`src/rtl/alu_issue_ctrl_if.sv`:
```
// alu_issue_ctrl_if: bundles the signals between the issue controller and its surroundings.
//   instr_valid/instr_ready/instr : instruction handshake from the instruction source
//   alu_a/alu_b/alu_sel/alu_result : operand/select bus to the 8-bit ALU and its result
//   wb_addr/wb_data/done/illegal   : write-back and retire/reject status
//   rd_addr/rd_data                : debug read port into the register file
// Modports: master = environment (source, ALU, debug), slave = the controller.
interface alu_issue_ctrl_if #(
   parameter int unsigned REG_ADDR_W = 3
) ();
   logic                  instr_valid;
   logic                  instr_ready;
   logic [31:0]           instr;
   logic [7:0]            alu_a;
   logic [7:0]            alu_b;
   logic [2:0]            alu_sel;
   logic [7:0]            alu_result;
   logic [REG_ADDR_W-1:0] wb_addr;
   logic [7:0]            wb_data;
   logic                  done;
   logic                  illegal;
   logic [REG_ADDR_W-1:0] rd_addr;
   logic [7:0]            rd_data;

   modport master (
      output instr_valid, instr, alu_result, rd_addr,
      input  instr_ready, alu_a, alu_b, alu_sel, wb_addr, wb_data, done, illegal, rd_data
   );

   modport slave (
      input  instr_valid, instr, alu_result, rd_addr,
      output instr_ready, alu_a, alu_b, alu_sel, wb_addr, wb_data, done, illegal, rd_data
   );
endinterface

```
`src/rtl/alu_issue_ctrl.sv`:
```
// alu_issue_ctrl: four-state issue controller in front of an 8-bit ALU.
// Accepts an instruction in idle, reads operands from an internal register file in decode,
// holds the ALU inputs for one execute cycle, captures the ALU result, then writes it back.
// Ports:
//   clk   : rising-edge clock
//   reset : asynchronous active-high reset
//   bus   : alu_issue_ctrl_if.slave (handshake, ALU bus, write-back, status, debug read)
module alu_issue_ctrl #(
   parameter int unsigned REG_ADDR_W = 3
) (
   input logic              clk,
   input logic              reset,
   alu_issue_ctrl_if.slave  bus
);
   localparam int unsigned Depth = 2 ** REG_ADDR_W;
   localparam logic [2:0] SelFwd  = 3'd0;
   localparam logic [2:0] SelAdd  = 3'd1;
   localparam logic [2:0] SelAnd  = 3'd2;
   localparam logic [2:0] SelOr   = 3'd3;
   localparam logic [2:0] SelIdle = 3'd7;

   typedef enum logic [1:0] {
      s_idle, s_decode, s_execute, s_writeback
   } state_t;

   state_t                state_q, state_d;
   logic [7:0]            op_q, op_d;
   logic [REG_ADDR_W-1:0] dest_q, dest_d;
   logic [REG_ADDR_W-1:0] src1_q, src1_d;
   logic [7:0]            imm_q, imm_d;
   logic [7:0]            alu_a_q, alu_a_d;
   logic [7:0]            alu_b_q, alu_b_d;
   logic [2:0]            alu_sel_q, alu_sel_d;
   logic [7:0]            result_q, result_d;
   logic                  illegal_q, illegal_d;
   logic                  wr_en;
   logic [7:0]            regs_q [Depth];
   logic [7:0]            src1_val, src2_val;

   // Operands come from the pre-write-back register contents, so dest may alias a source.
   assign src1_val = regs_q[src1_q];
   assign src2_val = regs_q[imm_q[REG_ADDR_W-1:0]];

   always_comb begin
      state_d   = state_q;
      op_d      = op_q;
      dest_d    = dest_q;
      src1_d    = src1_q;
      imm_d     = imm_q;
      alu_a_d   = alu_a_q;
      alu_b_d   = alu_b_q;
      alu_sel_d = alu_sel_q;
      result_d  = result_q;
      illegal_d = 1'b0;
      wr_en     = 1'b0;
      unique case (state_q)
         s_idle: begin
            if (bus.instr_valid) begin
               op_d    = bus.instr[31:24];
               dest_d  = bus.instr[16 +: REG_ADDR_W];
               src1_d  = bus.instr[8 +: REG_ADDR_W];
               imm_d   = bus.instr[7:0];
               state_d = s_decode;
            end
         end
         s_decode: begin
            state_d = s_execute;
            case (op_q)
               8'h00: begin alu_a_d = imm_q;    alu_b_d = '0;       alu_sel_d = SelFwd; end
               8'h01: begin alu_a_d = src2_val; alu_b_d = '0;       alu_sel_d = SelFwd; end
               8'h02: begin alu_a_d = src1_val; alu_b_d = src2_val; alu_sel_d = SelAdd; end
               8'h03: begin alu_a_d = src1_val; alu_b_d = src2_val; alu_sel_d = SelAnd; end
               8'h04: begin alu_a_d = src1_val; alu_b_d = src2_val; alu_sel_d = SelOr;  end
               default: begin
                  // Rejected: ALU bus untouched, back to idle with a one-cycle pulse.
                  state_d   = s_idle;
                  illegal_d = 1'b1;
               end
            endcase
         end
         s_execute: begin
            result_d = bus.alu_result;
            state_d  = s_writeback;
         end
         s_writeback: begin
            wr_en     = 1'b1;
            alu_sel_d = SelIdle;
            state_d   = s_idle;
         end
         default: state_d = s_idle;
      endcase
   end

   always_ff @(posedge clk or posedge reset) begin
      if (reset) begin
         state_q   <= s_idle;
         op_q      <= '0;
         dest_q    <= '0;
         src1_q    <= '0;
         imm_q     <= '0;
         alu_a_q   <= '0;
         alu_b_q   <= '0;
         alu_sel_q <= SelIdle;
         result_q  <= '0;
         illegal_q <= 1'b0;
      end else begin
         state_q   <= state_d;
         op_q      <= op_d;
         dest_q    <= dest_d;
         src1_q    <= src1_d;
         imm_q     <= imm_d;
         alu_a_q   <= alu_a_d;
         alu_b_q   <= alu_b_d;
         alu_sel_q <= alu_sel_d;
         result_q  <= result_d;
         illegal_q <= illegal_d;
      end
   end

   always_ff @(posedge clk or posedge reset) begin
      if (reset) begin
         for (int i = 0; i < Depth; i++) regs_q[i] <= '0;
      end else if (wr_en) begin
         regs_q[dest_q] <= result_q;
      end
   end

   assign bus.instr_ready = (state_q == s_idle);
   assign bus.alu_a       = alu_a_q;
   assign bus.alu_b       = alu_b_q;
   assign bus.alu_sel     = alu_sel_q;
   assign bus.wb_addr     = dest_q;
   assign bus.wb_data     = result_q;
   assign bus.done        = (state_q == s_writeback);
   assign bus.illegal     = illegal_q;
   assign bus.rd_data     = regs_q[bus.rd_addr];
endmodule

```
`src/flat_wrapper.sv`:
```
// flat-port wrapper written by rule: the top's interface ports become plain ports
module alu_issue_ctrl_flat 
#(
   parameter int unsigned REG_ADDR_W = 3
)
  (clk, reset, bus_instr_valid, bus_instr, bus_alu_result, bus_rd_addr, bus_instr_ready, bus_alu_a, bus_alu_b, bus_alu_sel, bus_wb_addr, bus_wb_data, bus_done, bus_illegal, bus_rd_data);
  alu_issue_ctrl_if #(.REG_ADDR_W(REG_ADDR_W)) bus_i ();
  input logic clk;
  input logic reset;
  input wire logic [$bits(bus_i.instr_valid)-1:0] bus_instr_valid;
  input wire logic [$bits(bus_i.instr)-1:0] bus_instr;
  input wire logic [$bits(bus_i.alu_result)-1:0] bus_alu_result;
  input wire logic [$bits(bus_i.rd_addr)-1:0] bus_rd_addr;
  output wire logic [$bits(bus_i.instr_ready)-1:0] bus_instr_ready;
  output wire logic [$bits(bus_i.alu_a)-1:0] bus_alu_a;
  output wire logic [$bits(bus_i.alu_b)-1:0] bus_alu_b;
  output wire logic [$bits(bus_i.alu_sel)-1:0] bus_alu_sel;
  output wire logic [$bits(bus_i.wb_addr)-1:0] bus_wb_addr;
  output wire logic [$bits(bus_i.wb_data)-1:0] bus_wb_data;
  output wire logic [$bits(bus_i.done)-1:0] bus_done;
  output wire logic [$bits(bus_i.illegal)-1:0] bus_illegal;
  output wire logic [$bits(bus_i.rd_data)-1:0] bus_rd_data;
  assign bus_i.instr_valid = bus_instr_valid;
  assign bus_i.instr = bus_instr;
  assign bus_i.alu_result = bus_alu_result;
  assign bus_i.rd_addr = bus_rd_addr;
  assign bus_instr_ready = bus_i.instr_ready;
  assign bus_alu_a = bus_i.alu_a;
  assign bus_alu_b = bus_i.alu_b;
  assign bus_alu_sel = bus_i.alu_sel;
  assign bus_wb_addr = bus_i.wb_addr;
  assign bus_wb_data = bus_i.wb_data;
  assign bus_done = bus_i.done;
  assign bus_illegal = bus_i.illegal;
  assign bus_rd_data = bus_i.rd_data;
  alu_issue_ctrl #(.REG_ADDR_W(REG_ADDR_W)) u_core (.clk(clk), .reset(reset), .bus(bus_i));
endmodule
```
`config.mk`:
```
export PLATFORM = sky130hd
export DESIGN_NAME = alu_issue_ctrl_flat
export DESIGN_NICKNAME = d
export VERILOG_FILES = /design/src/rtl/alu_issue_ctrl_if.sv /design/src/rtl/alu_issue_ctrl.sv /design/src/flat_wrapper.sv
export SDC_FILE = /design/constraint.sdc
export NUM_CORES = 1
export LEC_CHECK = 0
export BUFFER_PORTS_ARGS = -buffer_cell sky130_fd_sc_hd__clkbuf_2
export CORE_AREA = 2 2 116 118
export DETAILED_ROUTE_END_ITERATION = 12
export DIE_AREA = 0 0 118 120
export PLACE_DENSITY_LB_ADDON = 0.2
export SLEW_MARGIN = 10
export SYNTH_ARGS = -nofsm -noshare
export SYNTH_HDL_FRONTEND = slang
export SYNTH_SLANG_ARGS = --single-unit
```
`constraint.sdc`:
```
create_clock -name clk -period 5.95 [get_ports clk]
set_clock_uncertainty 0.1 [all_clocks]
set_input_delay 0.8925 -clock clk [delete_from_list [all_inputs] [get_ports clk]]
set_output_delay 0.8925 -clock clk [all_outputs]
set_load 0.005 [all_outputs]
```
==> impl_metrics.csv <==
group,metric,value,unit
outcome,outcome,"completed",
clock_tree,cts-htree-levels,4,
power,p_leak,0.00328,uW
global_route,grtUsageTotal,0.220,
sta,rsz0062_at_grt,"no",
placement,dpl.cell_count,652,
setup_path,cpMostUsedCell,"clkbuf_2",
die,io_pins,87,
die,dieArea,0.0142,mm^2
sta,hold_viol_final,0,
setup_path,critPathKind,"in -> out",
sta,period_minus_slack,3.39,ns
global_route,antenna_found_initial,0,
cells_and_area,fin_nets,542,
yosys,synthArstFlopShare,1.00,
drt,ant_nets,0,
yosys,synth_area_leaders,"dfrtp_1, mux2_2, mux4_2, mux2i_1, nand2b_1",
hold_path,hold_path_class,"reg -> reg",
global_route,grt_pass1_wl,23200,um
yosys,synth_top_area_cell,"dfrtp_1",
power,power.net_switching,807,uW
cells_and_area,drive_gt1_frac,0.534,
drt,routed_via_density,5.73,
yosys,ys_warn_count,0,
die,row_count,42,
global_route,grt.overflow.total,0,
drt,wire_per_inst,21.5,um
global_route,grt_pass1_vias,4109,
clock_tree,post-cts-setup-buffers,0,
yosys,syn_inst,420,
yosys,synthFlopType,"dfrtp_1",
setup_path,critPathArrivalTime,2.40,ns
setup_path,critPathMaxFanout,16,
clock_tree,cts_buffers,17,
clock_tree,cts_resized,0,
sta,max_freq,0.295,GHz
yosys,yosysMostFrequentCell,"dfrtp_1",
drt,wirelength,14700,um
setup_path,crit_slowest_cell,"mux4_2",
clock_tree,clk_pin_slew,0.05,ns
sta,slew_headroom,0.230,
yosys,avgSynthCellArea,14.4,um^2
clock_tree,clk_path_buf_depth,2,
die,die_h,120,um
die,die_w,118,um
sta,tightest_slew,1.16,ns
clock_tree,cts_hold_buf,0,
sta,finalSetupTns,0,ns
power,ir_drop,218,uV
power,switching_share,0.275,
drt,vias,3924,
yosys,netlist.area_leader.share,0.469,
yosys,ys_seq_elements,116,
yosys,synth_enable_flop_cells,0,
drt,drc_errors,0,
sta,drv_slew,0,
yosys,ys_types,36,
power,clock_power_share,0.396,
drt,drtIter0Drc,217,
setup_path,end_kind,"primary output",
drt,dr.pass1.iters,4,
setup_path,required,4.96,ns
setup_path,crit_path_max_incr_delay,0.59,ns
global_route,grt_max_degree,66,
cells_and_area,areaGrowthSynthToFinish,20.0,%
clock_tree,cts_tree,"done",
clock_tree,ctsRootBufferMaster,"clkbuf_16",
power,p_int,2120,uW
cells_and_area,finalNonFillerCells,685,
yosys,synthesis.area,0.00603,mm^2
sta,finalCritPeriodShare,0.569,
power,powerDensity,405,mW/mm^2
setup_path,cp_cell_sequence,"clkbuf_2 -> mux4_2 -> mux2_2 -> clkbuf_2",
clock_tree,clock_latency,0.42,ns
die,initial_utilization,0.464,
placement,dp.final_hpwl,9650,um
placement,pre_cts_ws,2.53,ns
cells_and_area,antenna_cells,0,
sta,setup_viol,0,
die,coreArea,0.0130,mm^2
clock_tree,cts.sinks,116,
power,pwr-share-comb,0.197,
power,seqPwrFrac,0.407,
setup_path,start_kind,"input port",
sta,finalWorstSetupSlack,2.56,ns
yosys,syn-num-nets,466,
placement,port_buffers,76,
flow_run,cap_violations,0,
yosys,ys_seq_area_frac,0.482,
placement,gp_congestion,0.797,
yosys,yosys-top-cells-count,"dfrtp_1, mux2_2, mux4_2",
==> power by group through the flow <==
stage                     registers (uW)  clock network, uW  logic (uW)
after floorplan                     1110                  0         441
after global placement              1190                  0         572
after detailed placement            1200                  0         582
after CTS                           1190               1180         585
after global routing                1220               1220         631
final                               1190               1160         577
==> worst paths after layout <==
check,from,endpoint,slack [ns],cells after the start
min in group asynchronous,reset,u_core.regs_q[34]$_DFFE_PP0P_,0.47,2
hold / removal,u_core.bus.alu_sel[2]$_DFFE_PP1P_,u_core.bus.alu_sel[2]$_DFFE_PP1P_,0.37,2
setup reg to reg,u_core.state_q[0]$_DFFE_PP0P_,u_core.regs_q[15]$_DFFE_PP0P_,3.65,4
max in group asynchronous,reset,u_core.bus.alu_b[4]$_DFFE_PP0P_,3.99,3
hold reg to reg,u_core.bus.alu_sel[2]$_DFFE_PP1P_,u_core.bus.alu_sel[2]$_DFFE_PP1P_,0.37,2
setup / recovery,bus_rd_addr[0],bus_rd_data[0],2.56,4
==> routing by layer <==
metal | global-route usage | wire (um) | vias to the layer above
li1 | - | - | 1757
met1 | 0.292 | 6550 | 2014
met2 | 0.349 | 7080 | 131
met3 | 0.0528 | 773 | 22
met4 | 0.0919 | 306 | 0
met5 | 0 | 0 | -
==> sequential cells by signal, indices dropped and copies added (netlist names), named ones only <==
| signal | flops |
|---|---|
| u_core.bus.alu_a | 8 |
| u_core.bus.alu_b | 8 |
| u_core.bus.alu_sel | 3 |
| u_core.bus.illegal | 1 |
| u_core.bus.wb_addr | 3 |
| u_core.bus.wb_data | 8 |
| u_core.imm_q | 8 |
| u_core.op_q | 8 |
| u_core.regs_q | 64 |
| u_core.src1_q | 3 |
| u_core.state_q | 1 |
==> logic make-up after synthesis <==
family / synth area share
mux: 0.384
flops: 0.482
simple gates: 0.0617
compound gates: 0.0453
buf+inv: 0.0270
==> per-stage QoR <==
| step | instance area [um^2] | util | hold WS [ns] | power, uW |
|---|---|---|---|---|
| 3_3_place_gp | 6540 | 0.504 | 0.362 | 1760 |
| 2_1_floorplan | 6030 | - | 0.363 | 1550 |
| 3_5_place_dp | 6540 | 0.504 | 0.367 | 1780 |
| 4_1_cts | 7220 | 0.556 | 0.375 | 2950 |
| 6_report | 7230 | 0.557 | 0.372 | 2930 |
| 5_1_grt | 7230 | 0.557 | 0.392 | 3070 |
==> placed cells by master, fill, tap and decap left out, types with 9 or more instances in the layout <==
cell type,netlist,layout
clkbuf_16,0,17
nand2b_1,14,14
nor2_1,19,19
mux2i_1,14,14
mux2_2,111,111
inv_1,10,9
nand2_1,10,10
mux4_2,41,41
dfrtp_1,113,113
clkbuf_2,1,76
==> cell type report <==
| class | count | area (um^2) |
|---|---|---|
| Timing Repair Buffer | 82 | 429 |
| Sequential cell | 116 | 2910 |
| Multi-Input combinational cell | 269 | 2960 |
| Clock buffer | 23 | 478 |
| Inverter | 10 | 40.0 |
| Tap cell | 176 | 220 |
| Fill cell | 1097 | 5750 |
| Clock inverter | 9 | 198 |
==> worst max-delay path: cells and delay by family <==
family / cells / cell delay (ns)
muxes: 2 / 0.89
buffers and inverters: 2 / 0.60
Power figures use the tool's default switching activity.
